**src/rtl/binary_to_bcd_converter.sv**
```systemverilog
// Sequential double-dabble binary-to-BCD converter. It accepts signed or unsigned input
// and does one shift per clock, so a conversion takes WIDTH cycles in SHIFT.

module binary_to_bcd_digit (
  input  logic [3:0] d_i,
  output logic [3:0] d_o
);
  assign d_o = (d_i >= 4'd5) ? d_i + 4'd3 : d_i;
endmodule

module binary_to_bcd_converter #(
  parameter int WIDTH  = 32,
  parameter int DIGITS = 10
) (
  input  logic                  clk,
  input  logic                  rst_n,
  input  logic                  start,
  input  logic                  is_signed,
  input  logic [WIDTH-1:0]      binary_input,
  output logic [4*DIGITS-1:0]   bcd_output,
  output logic                  negative,
  output logic                  busy,
  output logic                  done
);
  localparam int CW = $clog2(WIDTH + 1);

  typedef enum logic [1:0] {IDLE, SHIFT, DONE} state_e;

  state_e                 state_q, state_d;
  logic [WIDTH-1:0]       mag_q, mag_d;
  logic [4*DIGITS-1:0]    scratch_q, scratch_d;
  logic [CW-1:0]          cnt_q, cnt_d;
  logic                   sign_q, sign_d;
  logic [4*DIGITS-1:0]    bcd_q, bcd_d;
  logic                   neg_q, neg_d;

  logic [DIGITS-1:0][3:0] scratch_adj;
  logic                   neg_in;
  logic [WIDTH-1:0]       mag_in;

  genvar g;
  generate
    for (g = 0; g < DIGITS; g++) begin : g_dig
      binary_to_bcd_digit u_adj (
        .d_i (scratch_q[4*g +: 4]),
        .d_o (scratch_adj[g])
      );
    end
  endgenerate

  // Negating -2^(WIDTH-1) wraps back to itself, which is the correct unsigned magnitude.
  assign neg_in = is_signed & binary_input[WIDTH-1];
  assign mag_in = neg_in ? -binary_input : binary_input;

  always_comb begin
    logic [4*DIGITS+WIDTH-1:0] cat;
    state_d   = state_q;
    mag_d     = mag_q;
    scratch_d = scratch_q;
    cnt_d     = cnt_q;
    sign_d    = sign_q;
    bcd_d     = bcd_q;
    neg_d     = neg_q;
    cat       = {scratch_adj, mag_q} << 1;
    case (state_q)
      IDLE, DONE: begin
        if (start) begin
          mag_d     = mag_in;
          sign_d    = neg_in;
          scratch_d = '0;
          cnt_d     = CW'(WIDTH);
          state_d   = SHIFT;
        end else if (state_q == DONE) begin
          state_d = IDLE;
        end
      end
      SHIFT: begin
        scratch_d = cat[4*DIGITS+WIDTH-1:WIDTH];
        mag_d     = cat[WIDTH-1:0];
        cnt_d     = cnt_q - CW'(1);
        if (cnt_q == CW'(1)) begin
          state_d = DONE;
          bcd_d   = cat[4*DIGITS+WIDTH-1:WIDTH];
          neg_d   = sign_q;
        end
      end
      default: state_d = IDLE;
    endcase
  end

  always_ff @(posedge clk) begin
    if (!rst_n) begin
      state_q   <= IDLE;
      mag_q     <= '0;
      scratch_q <= '0;
      cnt_q     <= '0;
      sign_q    <= 1'b0;
      bcd_q     <= '0;
      neg_q     <= 1'b0;
    end else begin
      state_q   <= state_d;
      mag_q     <= mag_d;
      scratch_q <= scratch_d;
      cnt_q     <= cnt_d;
      sign_q    <= sign_d;
      bcd_q     <= bcd_d;
      neg_q     <= neg_d;
    end
  end

  assign bcd_output = bcd_q;
  assign negative   = neg_q;
  assign busy       = (state_q == SHIFT);
  assign done       = (state_q == DONE);
endmodule
```
**config.mk**
```make
export PLATFORM = sky130hd
export DESIGN_NAME = binary_to_bcd_converter
export DESIGN_NICKNAME = d
export VERILOG_FILES = /design/src/rtl/binary_to_bcd_converter.sv
export SDC_FILE = /design/constraint.sdc
export NUM_CORES = 1
export LEC_CHECK = 0
export BUFFER_PORTS_ARGS = -buffer_cell sky130_fd_sc_hd__buf_2
export CAP_MARGIN = 20
export CELL_PAD_IN_SITES_DETAIL_PLACEMENT = 2
export CELL_PAD_IN_SITES_GLOBAL_PLACEMENT = 2
export CORE_UTILIZATION = 34
export DETAILED_ROUTE_END_ITERATION = 7
export PLACE_DENSITY_LB_ADDON = 0.25
export RECOVER_POWER = 100
export SLEW_MARGIN = 20
export SYNTH_ARGS = -nofsm -noshare
export SYNTH_HDL_FRONTEND = slang
export SYNTH_HIERARCHICAL = 1
export SYNTH_SLANG_ARGS = --single-unit
```
**constraint.sdc**
```tcl
create_clock -name clk -period 2.75 [get_ports clk]
set_input_delay 0.825 -clock clk [delete_from_list [all_inputs] [get_ports clk]]
set_output_delay 0.825 -clock clk [all_outputs]
set_load 0.02 [all_outputs]
```
==> results of run 1 <==
==> sequential cells by signal, indices dropped and copies added, names as in the netlist <==
register / cells
state_q: 2
sign_q: 1
negative: 1
bcd_output: 40
scratch_q: 40
cnt_q: 6
mag_q: 32
==> power breakdown <==
part	switching, mW	total, mW	internal, mW
Clock	0.850	2.49	1.64
Sequential	0.0393	1.86	1.82
Combinational	0.328	0.490	0.162
==> placed cells by master (no fill, tap or decap), types with 6 or more instances in the layout <==
cell                        count
sky130_fd_sc_hd__or4_1          9
sky130_fd_sc_hd__mux2i_1       12
sky130_fd_sc_hd__dfxtp_1      122
sky130_fd_sc_hd__o21ai_1        9
sky130_fd_sc_hd__nand2_1      140
sky130_fd_sc_hd__a21oi_2       10
sky130_fd_sc_hd__o21ai_0       21
sky130_fd_sc_hd__buf_2         35
sky130_fd_sc_hd__and3_1         7
sky130_fd_sc_hd__nor3_1        17
sky130_fd_sc_hd__nor4_1        15
sky130_fd_sc_hd__xnor2_1       16
sky130_fd_sc_hd__ha_1          23
sky130_fd_sc_hd__a311oi_1       6
sky130_fd_sc_hd__a21oi_1       58
sky130_fd_sc_hd__buf_4         23
sky130_fd_sc_hd__clkbuf_16     17
sky130_fd_sc_hd__nand2b_1      23
sky130_fd_sc_hd__nor2_1        70
sky130_fd_sc_hd__o22ai_1        6
sky130_fd_sc_hd__inv_1         25
sky130_fd_sc_hd__clkbuf_1      48
sky130_fd_sc_hd__and3b_1       16
sky130_fd_sc_hd__a22oi_1       53
sky130_fd_sc_hd__a31oi_1       14
sky130_fd_sc_hd__o31ai_1        7
sky130_fd_sc_hd__nand3_1       23
==> per-layer routing <==
metal | track usage [%] | part of all wire [%]
met4 | 8.77 | 1.7
met3 | 3.37 | 2.3
met5 | 0 | 0
met1 | 26.7 | 44
met2 | 44.0 | 52
==> worst max-delay path, delay by kind of cell, from the launching register on <==
kind / cells / cell delay (ps)
buffers and inverters: 2 / 960
AOI/OAI and AO/OA: 1 / 100
and+or+nand+nor: 2 / 610
DFF: 1 / 380
muxes: 1 / 260
==> area by class of cell <==
type,count,area (µm²),share of cell area (%)
clock buffers,23,498,6.29
well taps,260,325,4.11
repair buffers,108,554,7.00
flip-flops and latches,122,2440,30.8
clock inverters,9,159,2.01
multi-input cells,630,3840,48.5
inverters,27,103,1.30
==> worst min-delay path by stage <==
stage / cells after the start / slack [ps] / to
floorplan: 2 / 430 / negative$_SDFFE_PN0P_
global placement: 2 / 440 / bcd_output[17]$_SDFFE_PN0P_
detailed placement: 2 / 450 / bcd_output[5]$_SDFFE_PN0P_
CTS: 2 / 460 / bcd_output[5]$_SDFFE_PN0P_
global route: 2 / 490 / bcd_output[13]$_SDFFE_PN0P_
finish: 2 / 460 / bcd_output[17]$_SDFFE_PN0P_
==> impl_metrics.sql, run 1 <==
INSERT INTO impl_metrics (metric_group, metric, value, unit) VALUES
('detailed_routing', 'routed_wire_length_per_instance', '19.1', 'µm'),
('clocking', 'ctsHoldBuffers', '0', ''),
('power', 'power.leakage', '2.93', 'nW'),
('worst_setup_path', 'critPathLaunch', 'state_q[0]$_SDFFE_PN0P_', ''),
('grt', 'vias_in_the_first_global_route', '7122', ''),
('worst_setup_path', 'critical_path.endpoint_type', 'flop', ''),
('detailed_routing', 'route.antenna.remaining_nets', '0', ''),
('sta', 'finClkSkew', '10.1', 'ps'),
('floorplan', 'pin_count', '79', ''),
('hold_path', 'hold_path_startpoint', 'bcd_output[17]$_SDFFE_PN0P_', ''),
('worst_setup_path', 'critical_path.max_stage_delay', '530', 'ps'),
('final_layout', 'finalNetCount', '965', ''),
('sta', 'relSlewSlack', '50.8', '%'),
('floorplan', 'total_die_area', '20000', 'µm²'),
('run', 'timing.max_cap.violations', '0', ''),
('worst_setup_path', 'reg_to_reg_setup_timing_slack', '300', 'ps'),
('detailed_routing', 'detail_route.first_pass.iterations', '4', ''),
('floorplan', 'initial_cell_density_of_the_core', '35.0', '%'),
('sta', 'hold_slack', '456', 'ps'),
('detailed_routing', 'detail_route.drc_violations', '0', ''),
('power', 'p_total', '4.84', 'mW'),
('placed_design', 'post-place-ws', '153', 'ps'),
('grt', 'largest_net_degree_at_the_start_of_global_routing', '49', ''),
('detailed_routing', 'routed_wl', '22500', 'µm'),
('final_layout', 'final_util', '41.9', '%'),
('placed_design', 'dp_hpwl', '14900', 'µm'),
('hold_path', 'holdCritPathClass', 'reg -> reg', ''),
('worst_setup_path', 'endpoint_of_the_most_critical_setup_path', 'mag_q[6]$_SDFFE_PN0P_', ''),
('yosys', 'synth.net_count', '899', ''),
('final_layout', 'area.growth.synth_to_final', '19.7', '%'),
('run_status', 'status', 'completed', ''),
('final_layout', 'final_cell_count_no_fill', '1179', ''),
('worst_setup_path', 'cp_slowest_cell', 'sky130_fd_sc_hd__clkbuf_1', ''),
('sta', 'rsz0062_at_grt', 'false', ''),
('yosys', 'yosys_warnings', '6', ''),
('clocking', 'clk_pin_slew', '60', 'ps'),
('final_layout', 'layout.filler_cells', '2197', ''),
('clocking', 'tritoncts_buffers', '17', ''),
('yosys', 'avgSynthCellArea', '7.87', 'µm²'),
('placed_design', 'dpl_cell_area', '7340', 'µm²'),
('clocking', 'cts_sinks', '122', ''),
('sta', 'max_freq', '407', 'MHz'),
('sta', 'finalSetupTns', '0', 'ps'),
('floorplan', 'die_h', '141', 'µm'),
('worst_setup_path', 'timing.reg2reg.worst_path_depth', '6', ''),
('yosys', 'syn-instance-count', '840', ''),
('sta', 'period_needed', '2450', 'ps'),
('power', 'max-vdd-ir-drop', '0.000385', 'V'),
('placed_design', 'dp_cells', '1147', ''),
('worst_setup_path', 'timing_worst_setup_path_type', 'reg -> reg', ''),
('placed_design', 'finalWeightedCongestion', '0.818', ''),
('sta', 'final.setup.worst_slack', '295', 'ps'),
('worst_setup_path', 'crit_path_cell_trace', 'clkbuf_1 -> nand2b_1 -> clkbuf_1 -> nor2_1 -> mux2i_1 -> a21oi_1', ''),
('worst_setup_path', 'start_kind', 'flop', ''),
('detailed_routing', 'vias_per_cell', '5.61', ''),
('power', 'power.density_cell_area', '612', 'nW/µm²'),
('sta', 'max_slew.worst_pin.slew', '738', 'ps'),
('final_layout', 'diodes', '0', ''),
('grt', 'grt_antenna_before_repair', '0', ''),
('clocking', 'worst_skew_pair.late_latency', '420', 'ps'),
('clocking', 'cts_htree_levels', '4', ''),
('sta', 'timing_max_transition_violations_final', '0', ''),
('clocking', 'master_cell_of_the_clock_root_buffer', 'sky130_fd_sc_hd__clkbuf_16', ''),
('floorplan', 'chipWidth', '141', 'µm'),
('worst_setup_path', 'cp_data_arrival_time', '2730', 'ps'),
('clocking', 'cts_tree', 'yes', ''),
('worst_setup_path', 'cp_common_cell', 'sky130_fd_sc_hd__clkbuf_1', ''),
('worst_setup_path', 'rr_startpoint', 'state_q[0]$_SDFFE_PN0P_', ''),
('detailed_routing', 'route.vias.total', '6617', ''),
('sta', 'setup_violations', '0', ''),
('final_layout', 'stdcell_area', '7920', 'µm²');
(Power assumes the default switching activity.)
==> inputs of run 2 (changes only) <==
ABC_AREA = 1   (was default)
CORE_MARGIN = 2   (was default)
CORE_UTILIZATION = 33   (was 34)
TNS_END_PERCENT = 5   (was default)
==> impl_metrics.sql, run 2 <==
INSERT INTO impl_metrics (metric_group, metric, value, unit) VALUES
('power', 'switchingPower', '1.17', 'mW'),
('yosys', 'yosys_warnings', '6', ''),
('clocking', 'tritoncts_buffers', '17', ''),
('detailed_routing', 'route.antenna.remaining_nets', '0', ''),
('hold_path', 'holdCritPathClass', 'reg -> reg', ''),
('detailed_routing', 'routed_wl', '22800', 'µm'),
('worst_setup_path', 'reg_to_reg_setup_timing_slack', '520', 'ps'),
('grt', 'vias_in_the_first_global_route', '7449', ''),
('floorplan', 'die_h', '149', 'µm'),
('worst_setup_path', 'cp_slowest_cell', 'sky130_fd_sc_hd__clkbuf_1', ''),
('placed_design', 'portBuffers', '78', ''),
('floorplan', 'total_die_area', '22300', 'µm²'),
('run', 'timing.max_cap.violations', '0', ''),
('worst_setup_path', 'cp_data_arrival_time', '2640', 'ps'),
('power', 'power.leakage', '3.24', 'nW'),
('power', 'p_total', '4.59', 'mW'),
('final_layout', 'layout.area.seq', '2440', 'µm²'),
('yosys', 'syn-instance-count', '1041', ''),
('grt', 'grt_antenna_before_repair', '1', ''),
('worst_setup_path', 'worst-path-buf-inv', '3', ''),
('final_layout', 'final_layout_size_suffix_gt1_share', '14.4', '%'),
('grt', 'globalRoute.totalOverflow', '0', ''),
('clocking', 'cts_htree_levels', '4', ''),
('worst_setup_path', 'critical_path.max_stage_delay', '570', 'ps'),
('sta', 'rsz0062_at_grt', 'false', ''),
('detailed_routing', 'detail_route.drc_violations', '0', ''),
('power', 'max-vdd-ir-drop', '0.000378', 'V'),
('run_status', 'status', 'completed', ''),
('clocking', 'worst_skew_pair.late_latency', '420', 'ps'),
('clocking', 'clk_pin_slew', '50', 'ps'),
('sta', 'relSlewSlack', '48.0', '%'),
('worst_setup_path', 'critical_path.max_fanout', '13', ''),
('detailed_routing', 'route.vias.total', '6971', ''),
('hold_path', 'min_delay_worst_endpoint', 'mag_q[0]$_SDFFE_PN0P_', ''),
('power', 'p_int', '3.41', 'mW'),
('clocking', 'cts.repair_timing.setup_buffer_count', '0', ''),
('yosys', 'synth.net_count', '1100', ''),
('sta', 'setup_violations', '0', ''),
('floorplan', 'chipWidth', '149', 'µm'),
('clocking', 'cts_tree', 'yes', ''),
('worst_setup_path', 'start_kind', 'primary input', ''),
('sta', 'min_period_over_period', '84.0', '%'),
('sta', 'timing_max_transition_violations_final', '0', ''),
('final_layout', 'layout.filler_cells', '2597', ''),
('power', 'power.clock.fraction', '48.9', '%'),
('worst_setup_path', 'r2r_endpoint', 'mag_q[17]$_SDFFE_PN0P_', ''),
('yosys', 'synthesized_area', '6970', 'µm²'),
('clocking', 'cts_sinks', '122', ''),
('sta', 'finalSetupTns', '0', 'ps'),
('floorplan', 'pin_count', '79', ''),
('sta', 'finClkSkew', '10.9', 'ps'),
('worst_setup_path', 'critical_path_required', '3080', 'ps'),
('floorplan', 'fp-row-count', '53', ''),
('placed_design', 'dp_hpwl', '16200', 'µm'),
('power', 'p_seq_share', '40.3', '%'),
('detailed_routing', 'routed_wire_length_per_instance', '16.3', 'µm'),
('clocking', 'ctsHoldBuffers', '0', ''),
('power', 'share_comb_of_total_power', '10.8', '%'),
('placed_design', 'finalWeightedCongestion', '0.835', ''),
('sta', 'max_freq', '433', 'MHz'),
('worst_setup_path', 'critical_path.endpoint_type', 'flop', ''),
('detailed_routing', 'detail_route.first_pass.iterations', '4', ''),
('final_layout', 'multi_input_comb_area', '3820', 'µm²'),
('final_layout', 'area.growth.synth_to_final', '16.1', '%'),
('grt', 'groute.usage.overall', '21.1', '%'),
('clocking', 'postCtsResizedCells', '0', ''),
('power', 'switching_share', '25.6', '%'),
('clocking', 'clockBufferDepth', '2', ''),
('worst_setup_path', 'timing_worst_setup_path_type', 'in -> reg', ''),
('final_layout', 'finalNetCount', '1165', ''),
('sta', 'period_needed', '2310', 'ps'),
('worst_setup_path', 'crit_path_cell_trace', 'buf_2 -> nand2_1 -> inv_1 -> clkbuf_1 -> nand3_1 -> a21oi_1', ''),
('floorplan', 'floorplan.core_area', '20900', 'µm²'),
('floorplan', 'initial_cell_density_of_the_core', '33.3', '%'),
('sta', 'finalHoldViolations', '0', ''),
('grt', 'largest_net_degree_at_the_start_of_global_routing', '55', ''),
('yosys', 'avgSynthCellArea', '6.69', 'µm²'),
('worst_setup_path', 'timing.reg2reg.worst_path_depth', '6', ''),
('sta', 'max_slew.worst_pin.slew', '778', 'ps'),
('detailed_routing', 'detailedRoute.firstIterationViolations', '217', ''),
('power', 'power.density_cell_area', '567', 'nW/µm²'),
('final_layout', 'mostFrequentLayoutCells', '310 x sky130_fd_sc_hd__nand2_1, 122 x sky130_fd_sc_hd__dfxtp_1, 104 x sky130_fd_sc_hd__nand3_1, 104 x sky130_fd_sc_hd__inv_1, 85 x sky130_fd_sc_hd__nor2_1', ''),
('worst_setup_path', 'critical_path.top_delay_family', 'buffers and inverters', ''),
('clocking', 'master_cell_of_the_clock_root_buffer', 'sky130_fd_sc_hd__clkbuf_16', ''),
('hold_path', 'hold_path_startpoint', 'mag_q[0]$_SDFFE_PN0P_', ''),
('final_layout', 'final_common_cell', 'sky130_fd_sc_hd__nand2_1', ''),
('worst_setup_path', 'rr_startpoint', 'state_q[0]$_SDFFE_PN0P_', ''),
('hold_path', 'hold-path-cell-count', '2', ''),
('grt', 'first_pass_grt_wire_length', '37500', 'µm'),
('detailed_routing', 'vias_per_cell', '5.00', '');
==> run 2: cell types whose count changed in the layout (fill, tap and decap cells not counted), sizes merged, moves of 16 or more <==
cell / previous run / this run
nand2: 140 / 330
inv: 27 / 124
nand3: 24 / 107
a22oi: 53 / 0
nor2: 71 / 113
nand2b: 23 / 0
and3b: 16 / 0
buf: 59 / 43
nor3: 20 / 4
o21ai: 30 / 46
o22ai: 6 / 22
==> run 2: layer usage <==
metal	vias to the layer above	part of all wire (%)	GRT usage (%)
li1	3461	-	-
met1	3410	45	26.0
met2	79	51	38.3
met3	21	2.2	3.27
met4	0	1.2	5.24
met5	-	0	0
==> run 2: area by class of cell <==
class                           count  share of cell area (%)
Antenna cell                        1                  0.0309
Clock inverter                      8                    1.47
Multi-Input combinational cell    752                    47.2
Inverter                          124                    5.75
Sequential cell                   122                    30.2
Clock buffer                       24                    5.71
Timing Repair Buffer               89                    5.38
Tap cell                          275                    4.25
==> run 2: how the worst max path moves through the flow <==
| stage | start | end | slack [ps] | cells past startpoint |
|---|---|---|---|---|
| floorplan | binary_input[1] | mag_q[16]$_SDFFE_PN0P_ | 890 | 9 |
| global placement | binary_input[1] | mag_q[8]$_SDFFE_PN0P_ | 500 | 8 |
| detailed placement | binary_input[0] | mag_q[8]$_SDFFE_PN0P_ | 490 | 8 |
| CTS | state_q[1]$_SDFFE_PN0P_ | done | 670 | 3 |
| global route | start | mag_q[8]$_SDFFE_PN0P_ | 280 | 8 |
| finish | start | mag_q[17]$_SDFFE_PN0P_ | 440 | 6 |
==> run 2: tightest hold or removal path: stages (launching register included) <==
cell and delay, ps:
sky130_fd_sc_hd__dfxtp_1 300, sky130_fd_sc_hd__nand2_1 60, sky130_fd_sc_hd__a21oi_1 50
==> run 2: power groups by stage <==
stage	sequential (mW)	combinational [mW]	clock, mW
6_report	1.85	0.496	2.24
5_1_grt	1.86	0.561	2.38
3_5_place_dp	1.89	0.504	0
3_3_place_gp	1.89	0.491	0
2_1_floorplan	1.88	0.337	0
4_1_cts	1.85	0.514	2.30
==> run 2: metrics by stage <==
| step | util [%] | setup slack [ps] | cell area, µm² | hold WS (ps) | instances |
|---|---|---|---|---|---|
| finish | 38.7 | 441 | 8090 | 461 | 1395 |
| global route | 38.7 | 280 | 8090 | 487 | 1395 |
| CTS | 39.1 | 675 | 8180 | 466 | 1394 |
| detailed placement | 36.4 | 490 | 7600 | 459 | 1362 |
| global placement | 36.4 | 500 | 7600 | 454 | 1362 |
| floorplan | - | 885 | 6970 | 440 | 1041 |
